--- src/rtl/axi_stream_write_basic_pkg.sv ---
// rtl/axi_stream_write_basic_pkg.sv - shared stream defaults for the write and receive sides
package axi_stream_write_basic_pkg;

  localparam int AXIS_BUS_WIDTH  = 16;
  localparam int AXIS_DEPTH      = 4;
  localparam int AXIS_PACKET_LEN = 8;

  // A one-beat packet still needs a one-bit counter to keep the port legal.
  function automatic int beat_width(input int len);
    return (len > 1) ? $clog2(len) : 1;
  endfunction

endpackage

--- src/rtl/axis_sync_fifo.sv ---
// rtl/axis_sync_fifo.sv - single-clock FIFO with occupancy count and full/empty flags
module axis_sync_fifo
  import axi_stream_write_basic_pkg::*;
#(
  parameter int WIDTH = AXIS_BUS_WIDTH,
  parameter int DEPTH = AXIS_DEPTH
) (
  input  logic                     clk,
  input  logic                     rst_n,
  input  logic                     wr_en,
  input  logic [WIDTH-1:0]         wr_data,
  input  logic                     rd_en,
  output logic [WIDTH-1:0]         rd_data,
  output logic [$clog2(DEPTH):0]   count,
  output logic                     full,
  output logic                     empty
);

  localparam int AW = $clog2(DEPTH);
  localparam int CW = AW + 1;

  logic [WIDTH-1:0] mem [DEPTH];
  logic [AW-1:0]    wr_ptr;
  logic [AW-1:0]    rd_ptr;
  logic             push;
  logic             pop;

  // A full buffer refuses the write even when a pop lands on the same edge.
  assign push  = wr_en && !full;
  assign pop   = rd_en && !empty;
  assign full  = (count == CW'(DEPTH));
  assign empty = (count == '0);

  // Gating keeps the output at zero while empty, including straight out of reset.
  assign rd_data = empty ? '0 : mem[rd_ptr];

  always_ff @(posedge clk) begin
    if (push) mem[wr_ptr] <= wr_data;
  end

  always_ff @(posedge clk or negedge rst_n) begin
    if (!rst_n) begin
      wr_ptr <= '0;
      rd_ptr <= '0;
      count  <= '0;
    end else begin
      if (push) wr_ptr <= wr_ptr + AW'(1);
      if (pop)  rd_ptr <= rd_ptr + AW'(1);
      if (push && !pop)      count <= count + CW'(1);
      else if (pop && !push) count <= count - CW'(1);
    end
  end

endmodule

--- src/rtl/axi_stream_write_basic.sv ---
// rtl/axi_stream_write_basic.sv - buffers producer words and emits them as AXI-Stream packets
module axi_stream_write_basic
  import axi_stream_write_basic_pkg::*;
#(
  parameter int BUS_WIDTH  = AXIS_BUS_WIDTH,
  parameter int DEPTH      = AXIS_DEPTH,
  parameter int PACKET_LEN = AXIS_PACKET_LEN
) (
  input  logic                   i_clk,
  input  logic                   i_aresetn,
  input  logic [BUS_WIDTH-1:0]   i_data,
  input  logic                   i_enable,
  output logic                   o_full,
  output logic [$clog2(DEPTH):0] o_count,
  output logic                   o_tvalid,
  input  logic                   i_tready,
  output logic [BUS_WIDTH-1:0]   o_tdata,
  output logic                   o_tlast
);

  localparam int BW = beat_width(PACKET_LEN);

  logic          empty;
  logic          handshake;
  logic          beat_is_last;
  logic [BW-1:0] beat;

  axis_sync_fifo #(
    .WIDTH (BUS_WIDTH),
    .DEPTH (DEPTH)
  ) u_fifo (
    .clk     (i_clk),
    .rst_n   (i_aresetn),
    .wr_en   (i_enable),
    .wr_data (i_data),
    .rd_en   (i_tready),
    .rd_data (o_tdata),
    .count   (o_count),
    .full    (o_full),
    .empty   (empty)
  );

  assign o_tvalid     = !empty;
  assign handshake    = o_tvalid && i_tready;
  assign beat_is_last = (beat == BW'(PACKET_LEN - 1));
  assign o_tlast      = o_tvalid && beat_is_last;

  always_ff @(posedge i_clk or negedge i_aresetn) begin
    if (!i_aresetn) begin
      beat <= '0;
    end else if (handshake) begin
      beat <= beat_is_last ? '0 : beat + BW'(1);
    end
  end

endmodule
--- config.mk ---
export PLATFORM = sky130hd
export DESIGN_NAME = axi_stream_write_basic
export DESIGN_NICKNAME = d
export VERILOG_FILES = /design/src/rtl/axi_stream_write_basic_pkg.sv /design/src/rtl/axis_sync_fifo.sv /design/src/rtl/axi_stream_write_basic.sv
export SDC_FILE = /design/constraint.sdc
export NUM_CORES = 1
export LEC_CHECK = 0
export CORE_ASPECT_RATIO = 1.25
export CORE_MARGIN = 5
export CORE_UTILIZATION = 50
export CTS_BUF_LIST = sky130_fd_sc_hd__clkbuf_4
export DETAILED_ROUTE_END_ITERATION = 12
export GPL_TIMING_DRIVEN = 0
export PLACE_DENSITY = 0.78
export SYNTH_ARGS = -nofsm -noshare
export SYNTH_HDL_FRONTEND = slang
export SYNTH_HIERARCHICAL = 1
export SYNTH_SLANG_ARGS = --single-unit
--- constraint.sdc ---
create_clock -name i_clk -period 5.9 [get_ports i_clk]
set_input_delay 0.59 -clock i_clk [delete_from_list [all_inputs] [get_ports i_clk]]
set_output_delay 0.59 -clock i_clk [all_outputs]
set_load 0.005 [all_outputs]
Word level (Yosys, flattened, before mapping)
Memory sizes are Yosys's and may differ from the RTL's.
Cells that the tools add are included.

storage, ports and cells
  register bits after elaboration = 10
  bits in writable memories = 64
  bits of input ports = 20
  output and inout port bits = 22
  word-level logic and storage cells = 29
  memories = 1

cells by class
  $add $sub $neg = 5
  equality and inequality tests = 2
  mux-type cells = 6
  reduce and logical (&&, ||, !) cells = 11

memories
  name        words  bits a word  rd ports  clocked after Yosys merged registers in  write ports  RTL line              source
  u_fifo.mem  4      16           1         0                                        1            axis_sync_fifo.sv:22  logic [WIDTH-1:0] mem [DEPTH];

operator list
  operator                                          count
  2-to-1 mux 16 bit                                 1
  2-to-1 mux 3 bit                                  3
  adder 3 x 1 -> 3 bit, second input constant       2
  == test 3 bit, second input constant              2
  logical AND 1 bit                                 5
  adder 2 x 1 -> 2 bit, second input constant       2
  zero test 1 bit                                   4
  zero test 3 bit                                   1
  subtractor 3 x 1 -> 3 bit, second input constant  1
  2-to-1 mux 1 bit                                  2
  nonzero test 2 bit                                1

Logic depth before layout (Yosys ltp)
Gate-level depths: netlist (run 1).

  depth in word-level cells = 7
  mapped depth = 9
  depth with buffers taken out = 8

Hierarchy
The synthesis (run 1) kept the hierarchy.

modules (own cells, without submodules)
  module                  times used  cells an instance  area an instance (µm²)  sequential area each (µm²)
  axis_sync_fifo          1           137                2941.6                  2097.0
  axi_stream_write_basic  1           12                 175.2                   75.1

Worst setup path before layout (run 1)
Ideal clock, no wire load.

  kind = reg2reg
  from = reg u_fifo.count[1]
  to = reg u_fifo.count[2]
  library setup time = 0.079 ns
  arrival time = 2.012 ns
  required time = 5.821 ns
  setup slack = 3.808 ns
  stages on the path, launching flop included = 9
  path buffers = 0
  period minus slack after synthesis = 2.092 ns
  cell sequence = dfrtp_1 nor3_2 nand2b_1 ha_1 inv_1 fa_1 xor2_1 nor2_1 xor2_1

between the ends
  longest elaborated chain between the ends = 6
  elaborated cells on any way between the ends = 15
  classes of those cells = add/sub: 2; eq/ne: 1; mux: 2; reduce/logical: 10

RTL lines
  what                                                               RTL line              source
  start, declared                                                    axis_sync_fifo.sv:14  output logic [$clog2(DEPTH):0] count,
  start signal, assigned                                             axis_sync_fifo.sv:49  if (push && !pop) count <= count + CW'(1);
  start signal, assigned                                             axis_sync_fifo.sv:50  else if (pop && !push) count <= count - CW'(1);
  branches (longest 6 deep; another with subtractor 3 x 1 -> 3 bit)  n/a

Parallel ways; which one is timed is not known. The select of a mux whose other input is x is not followed.
A chain may end at the register's enable or synchronous reset.

Worst setup path after layout (run 1)
  from = reg u_fifo.count[0]
  to = out o_tlast

between the ends
  longest elaborated chain between the ends = 3

RTL lines
  what               RTL line                      source
  zero test 3 bit    axis_sync_fifo.sv:32          assign empty = (count == '0);
  named net empty    axi_stream_write_basic.sv:23  logic empty;
  zero test 1 bit    axi_stream_write_basic.sv:43  assign o_tvalid = !empty;
  logical AND 1 bit  axi_stream_write_basic.sv:46  assign o_tlast = o_tvalid && beat_is_last;
  end, declared      axi_stream_write_basic.sv:18  output logic o_tlast

The timed path passes the listed nets, and every way through them passes these cells.

==> flow_summary_export.csv, run 1 <==
group,metric,value,unit
outcome,outcome,"finished, final reports clean",
global_route,grt_antenna_before_repair,0,
cts,post_cts_resize_count,0,
place,dp_hpwl,3.637,mm
layout,antennaDiodeCount,0,
global_route,grtUsageMet3,0.02491,
sta,fmaxAchievable,312.2,MHz
setup_path,cp_cell_sequence,"nor3_2 -> buf_4 -> and2b_2 -> clkdlybuf4s50_1",
global_route,global_route_layer_with_the_greatest_usage,"met2",
sta,setup-violations-final,0,
yosys,seq_area_frac_synth,0.6969,
setup_path,worst-path-max-fanout,12,
detailed_routing,vias,1498,
yosys,synth.largest_area_cell,"sky130_fd_sc_hd__edfxtp_1",
cts,cts-root-to-sink-buffers,2,
global_route,grtUsageMet1,0.1581,
die,die_y,98.27,um
cts,ctsHtreeMaxLevel,3,
die,floorplan.rows,32,
setup_path,critPathCaptureType,"primary output",
layout,flow.area_growth_from_synthesis,21.40,%
layout,layout_common_cells,"sky130_fd_sc_hd__edfxtp_1 (64), sky130_fd_sc_hd__clkdlybuf4s50_1 (41), sky130_fd_sc_hd__dfrtp_1 (10)",
die,pin_count,42,
global_route,grt_remaining_overflow,0,
detailed_routing,vias_per_cell,5.166,
cts,cts_setup_buffers,0,
sta,rsz0062_at_grt,"false",
die,chipWidth,80.62,um
detailed_routing,initialDrtViolationCount,112,
sta,worst_clock_skew,0.009983,ns
setup_path,cp.required,5.31,ns
global_route,first_global_vias,1663,
cts,cts.hold.buffers_added,0,
layout,nets,229,
detailed_routing,wl_per_cell,18.28,um
cts,tritoncts_num_sinks,74,
sta,finalMaxSlewViolations,0,
power,total_leakage_power,0.001374,uW
setup_path,rrSetupSlack,3.40,ns
sta,timing_worst_slew_pin_value,0.8770,ns
die,starting_density_of_the_core,0.5088,
detailed_routing,drtAntennaViolNets,0,
yosys,mappedNetlistNets,177,
yosys,proportion_of_netlist_area_held_by_the_largest_area_contributor,0.6166,
setup_path,critical-path-max-stage-delay,0.61,ns
global_route,grt.total_usage,0.1471,
sta,timing.final.crit_share,0.5428,
sta,hold_viol,0,
yosys,synth_seq_cells,74,
yosys,synth-warning-count,6,
global_route,use_met2,0.2577,
place,input_output_buffers,41,
sta,totalNegativeSetupSlack,0,ns
layout,drive_gt1_frac,0.2195,
setup_path,timing.rr.end,"u_fifo/count[2]",
place,post-place-cells,275,
sta,post-route-min-period,3.203,ns
yosys,synth.area.top_cells,"sky130_fd_sc_hd__edfxtp_1 (62%), sky130_fd_sc_hd__dfrtp_1 (8.0%), sky130_fd_sc_hd__mux4_1 (6.7%), sky130_fd_sc_hd__mux4_2 (5.8%), sky130_fd_sc_hd__nor2b_4 (4.0%)",
yosys,postSynthAreaPerCell,20.92,um^2
global_route,largest_net_degree_at_the_start_of_global_routing,17,
die,die_area,0.007922,mm^2
yosys,synth.cell_area,0.003117,mm^2
power,power.density_cell_area,496.3,mW/mm^2
setup_path,worst-r2r-cell-count,8,
detailed_routing,detailedRoute.firstPassIterationCount,4,
setup_path,endpoint,"o_tlast",
setup_path,reg2reg_launch_point,"u_fifo/count[0]",
cts,cts_made_buffers,9,
setup_path,worst-path-buf-inv,2,
layout,layout_commonest_cell,"sky130_fd_sc_hd__edfxtp_1",
setup_path,worst_setup_path_startpoint,"u_fifo/count[0]",
yosys,syn_inst_count,149,
die,core_area,0.006126,mm^2
setup_path,critical-path-top-delay-family,"simple AND/OR/NAND/NOR gates",
setup_path,crit_path_start_kind,"flip-flop",
cts,clk-insertion-delay-late,0.40,ns
sta,max-slew-margin-rel,0.4153,
sta,worst_hold_slack,0.4977,ns
hold_path,hold_class,"in2async",
setup_path,setup.worst_path.class,"reg2out",
setup_path,critPathArrivalTime,2.61,ns
layout,final-instance-count-excl-fill,290,
setup_path,critical_path.slowest_cell,"sky130_fd_sc_hd__nor3_2",
cts,ctsRootBufferMaster,"sky130_fd_sc_hd__clkbuf_4",
power,irDropWorstVdd,0.3542,mV
yosys,synth.lib_cells_used.distinct,24,
setup_path,worstSetupPathDepth,4,
global_route,grt_pass1_wl,8.390,mm
detailed_routing,count_of_unresolved_drc_violations_after_routing,0,
place,globalplace.congestion,0.6643,
detailed_routing,postRouteWirelength,5.300,mm
cts,tritoncts,"done",
cts,cts.clk_slew.worst_paths,0.11,ns
job,max_cap_viol_count,0,
==> cells in the mapped netlist <==
master,n
sky130_fd_sc_hd__and2_1,4
sky130_fd_sc_hd__and2b_2,1
sky130_fd_sc_hd__buf_12,1
sky130_fd_sc_hd__buf_2,3
sky130_fd_sc_hd__buf_4,1
sky130_fd_sc_hd__buf_6,1
sky130_fd_sc_hd__dfrtp_1,10
sky130_fd_sc_hd__edfxtp_1,64
sky130_fd_sc_hd__fa_1,1
sky130_fd_sc_hd__ha_1,7
sky130_fd_sc_hd__inv_1,4
sky130_fd_sc_hd__mux2_2,2
sky130_fd_sc_hd__mux2_4,3
sky130_fd_sc_hd__mux4_1,8
sky130_fd_sc_hd__mux4_2,8
sky130_fd_sc_hd__nand2_1,1
sky130_fd_sc_hd__nand2b_1,1
sky130_fd_sc_hd__nor2_1,3
sky130_fd_sc_hd__nor2b_1,9
sky130_fd_sc_hd__nor2b_4,9
sky130_fd_sc_hd__nor3_2,1
sky130_fd_sc_hd__nor3b_2,1
sky130_fd_sc_hd__xnor2_1,3
sky130_fd_sc_hd__xor2_1,3
==> power breakdown <==
part / switching (uW) / leakage [uW] / internal, uW
logic: 314 / 0.000588 / 477
registers: 52.3 / 0.000703 / 706
clock network: 161 / 0.0000832 / 168
==> cells by family after synthesis <==
logic type | Yosys count | share of synthesized area
flops | 74 | 0.6969
simple gates | 30 | 0.08270
mux | 21 | 0.1469
buf+inv | 10 | 0.02208
fa+ha+maj | 8 | 0.03452
xor+xnor | 6 | 0.01686
==> metal layers <==
layer / up-vias / wire length, um
li1: 681 / -
met2: 38 / 2953
met4: 0 / 119
met3: 12 / 184
met5: - / 0
met1: 767 / 2043
==> how the worst min path moves through the flow <==
stage,startpoint,to,slack (ns),depth (start not counted)
floorplan,i_aresetn,beat[0],0.29,0
global placement,beat[1],beat[1],0.50,1
detailed placement,beat[2],beat[2],0.51,1
CTS,i_aresetn,u_fifo/count[0],0.47,1
global route,i_aresetn,u_fifo/count[0],0.51,1
finish,i_aresetn,u_fifo/count[0],0.50,1
==> through the flow <==
stage	utilization	power [uW]	setup WS, ns	area (um^2)
floorplan	-	1233	3.808	3117
global placement	0.5931	1534	3.169	3633
detailed placement	0.5931	1575	3.129	3633
CTS	0.6176	1909	2.655	3784
global route	0.6176	1991	2.571	3784
finish	0.6176	1878	2.697	3784
==> flip-flops by register name, indices dropped and copies added, names as in the netlist <==
name           cells
u_fifo/rd_ptr      2
u_fifo/mem        64
beat               3
u_fifo/count       3
u_fifo/wr_ptr      2
==> worst reg2reg max path, stage by stage, from the launching register on <==
cell and delay [ns]:
sky130_fd_sc_hd__dfrtp_1 0.48, sky130_fd_sc_hd__nor3_2 0.62, sky130_fd_sc_hd__nand2b_1 0.26, sky130_fd_sc_hd__ha_1 0.20
sky130_fd_sc_hd__inv_1 0.07, sky130_fd_sc_hd__fa_1 0.38, sky130_fd_sc_hd__xor2_1 0.15, sky130_fd_sc_hd__nor2_1 0.11
sky130_fd_sc_hd__xor2_1 0.16
==> area by class of cell <==
| cell class | instances | area (um^2) |
|---|---|---|
| Buffer | 6 | 53.80 |
| Clock buffer | 9 | 67.56 |
| Clock inverter | 6 | 82.58 |
| Fill cell | 434 | 2342 |
| Inverter | 4 | 15.01 |
| Multi-Input combinational cell | 65 | 875.8 |
| Sequential cell | 74 | 2172 |
| Tap cell | 85 | 106.4 |
| Timing Repair Buffer | 41 | 410.4 |
Note: power is estimated with default switching activity, not from simulation.
==> run 2: changes to the inputs <==
Settings changed: PLACE_DENSITY 0.78 to 0.81.
Clock period 5.9 ns to 2.75 ns, I/O delays scaled along.
==> run 2 against run 1 <==
Wire length shrank 0.68%. Non-clock buffer count rose by 3. Global-route usage is 0.32 points lower. Utilization up 0.55 points. Sequential share of layout area shrank 0.51 points. Clock power rose by 120%. Cell count is 1.0% higher. Critical path depth stayed put. Flip-flop and latch count did not move. Setup slack worse by 2.5 ns. Via count barely moved. Die area is the same. Critical path type unchanged. Largest power group unchanged.
==> flow_summary_export.csv, run 2 (same netlist as run 1, synthesis figures left out) <==
group,metric,value,unit
cts,cts.clk_slew.worst_paths,0.11,ns
power,total_power,4073,uW
layout,layout_commonest_cell,"sky130_fd_sc_hd__edfxtp_1",
power,irDropWorstVdd,0.5457,mV
detailed_routing,postRouteWirelength,5.264,mm
setup_path,critPathArrivalTime,2.30,ns
global_route,grt_remaining_overflow,0,
cts,tritoncts_num_sinks,74,
sta,finalMaxSlewViolations,0,
die,die_y,98.27,um
setup_path,crit_path_start_kind,"flip-flop",
setup_path,critPathCaptureType,"primary output",
sta,rsz0062_at_grt,"false",
layout,flow.area_growth_from_synthesis,22.48,%
sta,timing.final.crit_share,0.9352,
sta,timing_worst_slew_pin_value,0.9202,ns
place,dp_hpwl,3.446,mm
sta,worst_clock_skew,0.006805,ns
cts,ctsRootBufferMaster,"sky130_fd_sc_hd__clkbuf_4",
sta,totalNegativeSetupSlack,0,ns
cts,tritoncts,"done",
sta,setup-violations-final,0,
cts,cts_made_buffers,9,
power,total_leakage_power,0.001389,uW
power,p_int,2929,uW
layout,largest_register_ffs,64,
hold_path,hold_class,"in2async",
global_route,first_global_vias,1648,
die,floorplan.rows,32,
place,globalplace.congestion,0.7231,
power,net-switching-power,1144,uW
place,input_output_buffers,41,
sta,fmaxAchievable,388.8,MHz
global_route,grt_pass1_wl,8.369,mm
cts,ctsHtreeMaxLevel,3,
power,clock_power_share,0.177,
layout,layout_common_cells,"sky130_fd_sc_hd__edfxtp_1 (64), sky130_fd_sc_hd__clkdlybuf4s50_1 (41), sky130_fd_sc_hd__dfrtp_1 (10), sky130_fd_sc_hd__clkbuf_4 (10)",
detailed_routing,count_of_unresolved_drc_violations_after_routing,0,
die,die_area,0.007922,mm^2
sta,worst_hold_slack,0.1979,ns
detailed_routing,initialDrtViolationCount,113,
layout,filler_cell_count,437,
global_route,largest_net_degree_at_the_start_of_global_routing,17,
power,share_seq_of_total_power,0.400,
setup_path,cp.required,2.48,ns
detailed_routing,vias,1497,
layout,drive_gt1_frac,0.2308,
detailed_routing,wl_per_cell,17.97,um
layout,finalCoreUtilization,0.6232,
layout,antennaDiodeCount,0,
die,starting_density_of_the_core,0.5088,
setup_path,worst-path-max-fanout,12,
power,pwr-share-comb,0.423,
global_route,grt_antenna_before_repair,0,
cts,cts-root-to-sink-buffers,2,
layout,reg_top3,"u_fifo/mem: 64 flops, beat: 3 flops, u_fifo/count: 3 flops",
die,chipWidth,80.62,um
detailed_routing,detailedRoute.firstPassIterationCount,4,
layout,max_flop_register,"u_fifo/mem",
outcome,outcome,"finished, final reports clean",
power,switching_share,0.2808,
power,power.density_cell_area,1067,mW/mm^2
sta,post-route-min-period,2.572,ns
detailed_routing,vias_per_cell,5.109,
detailed_routing,drtAntennaViolNets,0,
sta,max-slew-margin-rel,0.3865,
setup_path,setup.worst_path.class,"reg2out",
layout,nets,232,
die,core_area,0.006126,mm^2
global_route,grt.total_usage,0.1439,
cts,clk-insertion-delay-late,0.39,ns
die,pin_count,42,
sta,hold_viol,0,
job,max_cap_viol_count,0,
-- run 2: critical path, cell delays in order, from the launching register on --
cell and delay [ns]:
sky130_fd_sc_hd__dfrtp_1 0.48, sky130_fd_sc_hd__nor3_4 0.37, sky130_fd_sc_hd__buf_4 0.38, sky130_fd_sc_hd__and2b_2 0.26, sky130_fd_sc_hd__clkdlybuf4s50_1 0.43
-- run 2: worst paths after layout --
kind                            cells after the start  slack [ns]             from                to
worst min-delay path                                1        0.20        i_aresetn   u_fifo/count[1]
worst max register to register                      9        0.45  u_fifo/count[1]   u_fifo/count[2]
worst min register to register                      1        0.53          beat[2]           beat[2]
max in group asynchronous                           1        2.23        i_aresetn  u_fifo/rd_ptr[0]
worst max-delay path                                4        0.18  u_fifo/count[1]           o_tlast
min in group i_clk                                  1        0.52        i_data[2]  u_fifo/mem[3][2]
-- run 2: final cells by class --
type | instances | area (um^2) | area share
Sequential cell | 74 | 2172 | 0.5690
Multi-Input combinational cell | 65 | 882.1 | 0.2311
Timing Repair Buffer | 44 | 432.9 | 0.1134
Tap cell | 85 | 106.4 | 0.02786
Clock inverter | 5 | 80.08 | 0.02098
Clock buffer | 10 | 75.07 | 0.01967
Buffer | 6 | 53.80 | 0.01409
Inverter | 4 | 15.01 | 0.003933
-- run 2: routing by layer --
| layer | global-route usage | share of wire |
|---|---|---|
| met1 | 0.1653 | 0.40 |
| met5 | 0 | 0 |
| met4 | 0.06372 | 0.013 |
| met2 | 0.2545 | 0.55 |
| met3 | 0.02952 | 0.038 |
-- run 2: power by group through the flow --
stage               registers (uW)  logic (uW)  clock network, uW
finish                        1630        1720                720
global route                  1660        1870                789
CTS                           1630        1730                740
detailed placement            1650        1710                  0
global placement              1630        1680                  0
floorplan                     1620        1030                  0
-- run 2: metrics by stage --
stage               cells  setup WS, ns  area (um^2)
detailed placement    275        0.2901         3633
finish                293        0.1781         3817
global route          293       0.05772         3817
CTS                   290       0.01119         3795
global placement      275        0.3162         3633
floorplan             149        0.6585         3117
-- run 2: timing repair --
action | 4_1_cts | 5_1_grt
resized for setup | 1 | 0
buffers inserted | 0 | 3
pin swaps | 0 | 1
endpoints found under the setup margin | 4 | 1
hold buffers | 0 | 0
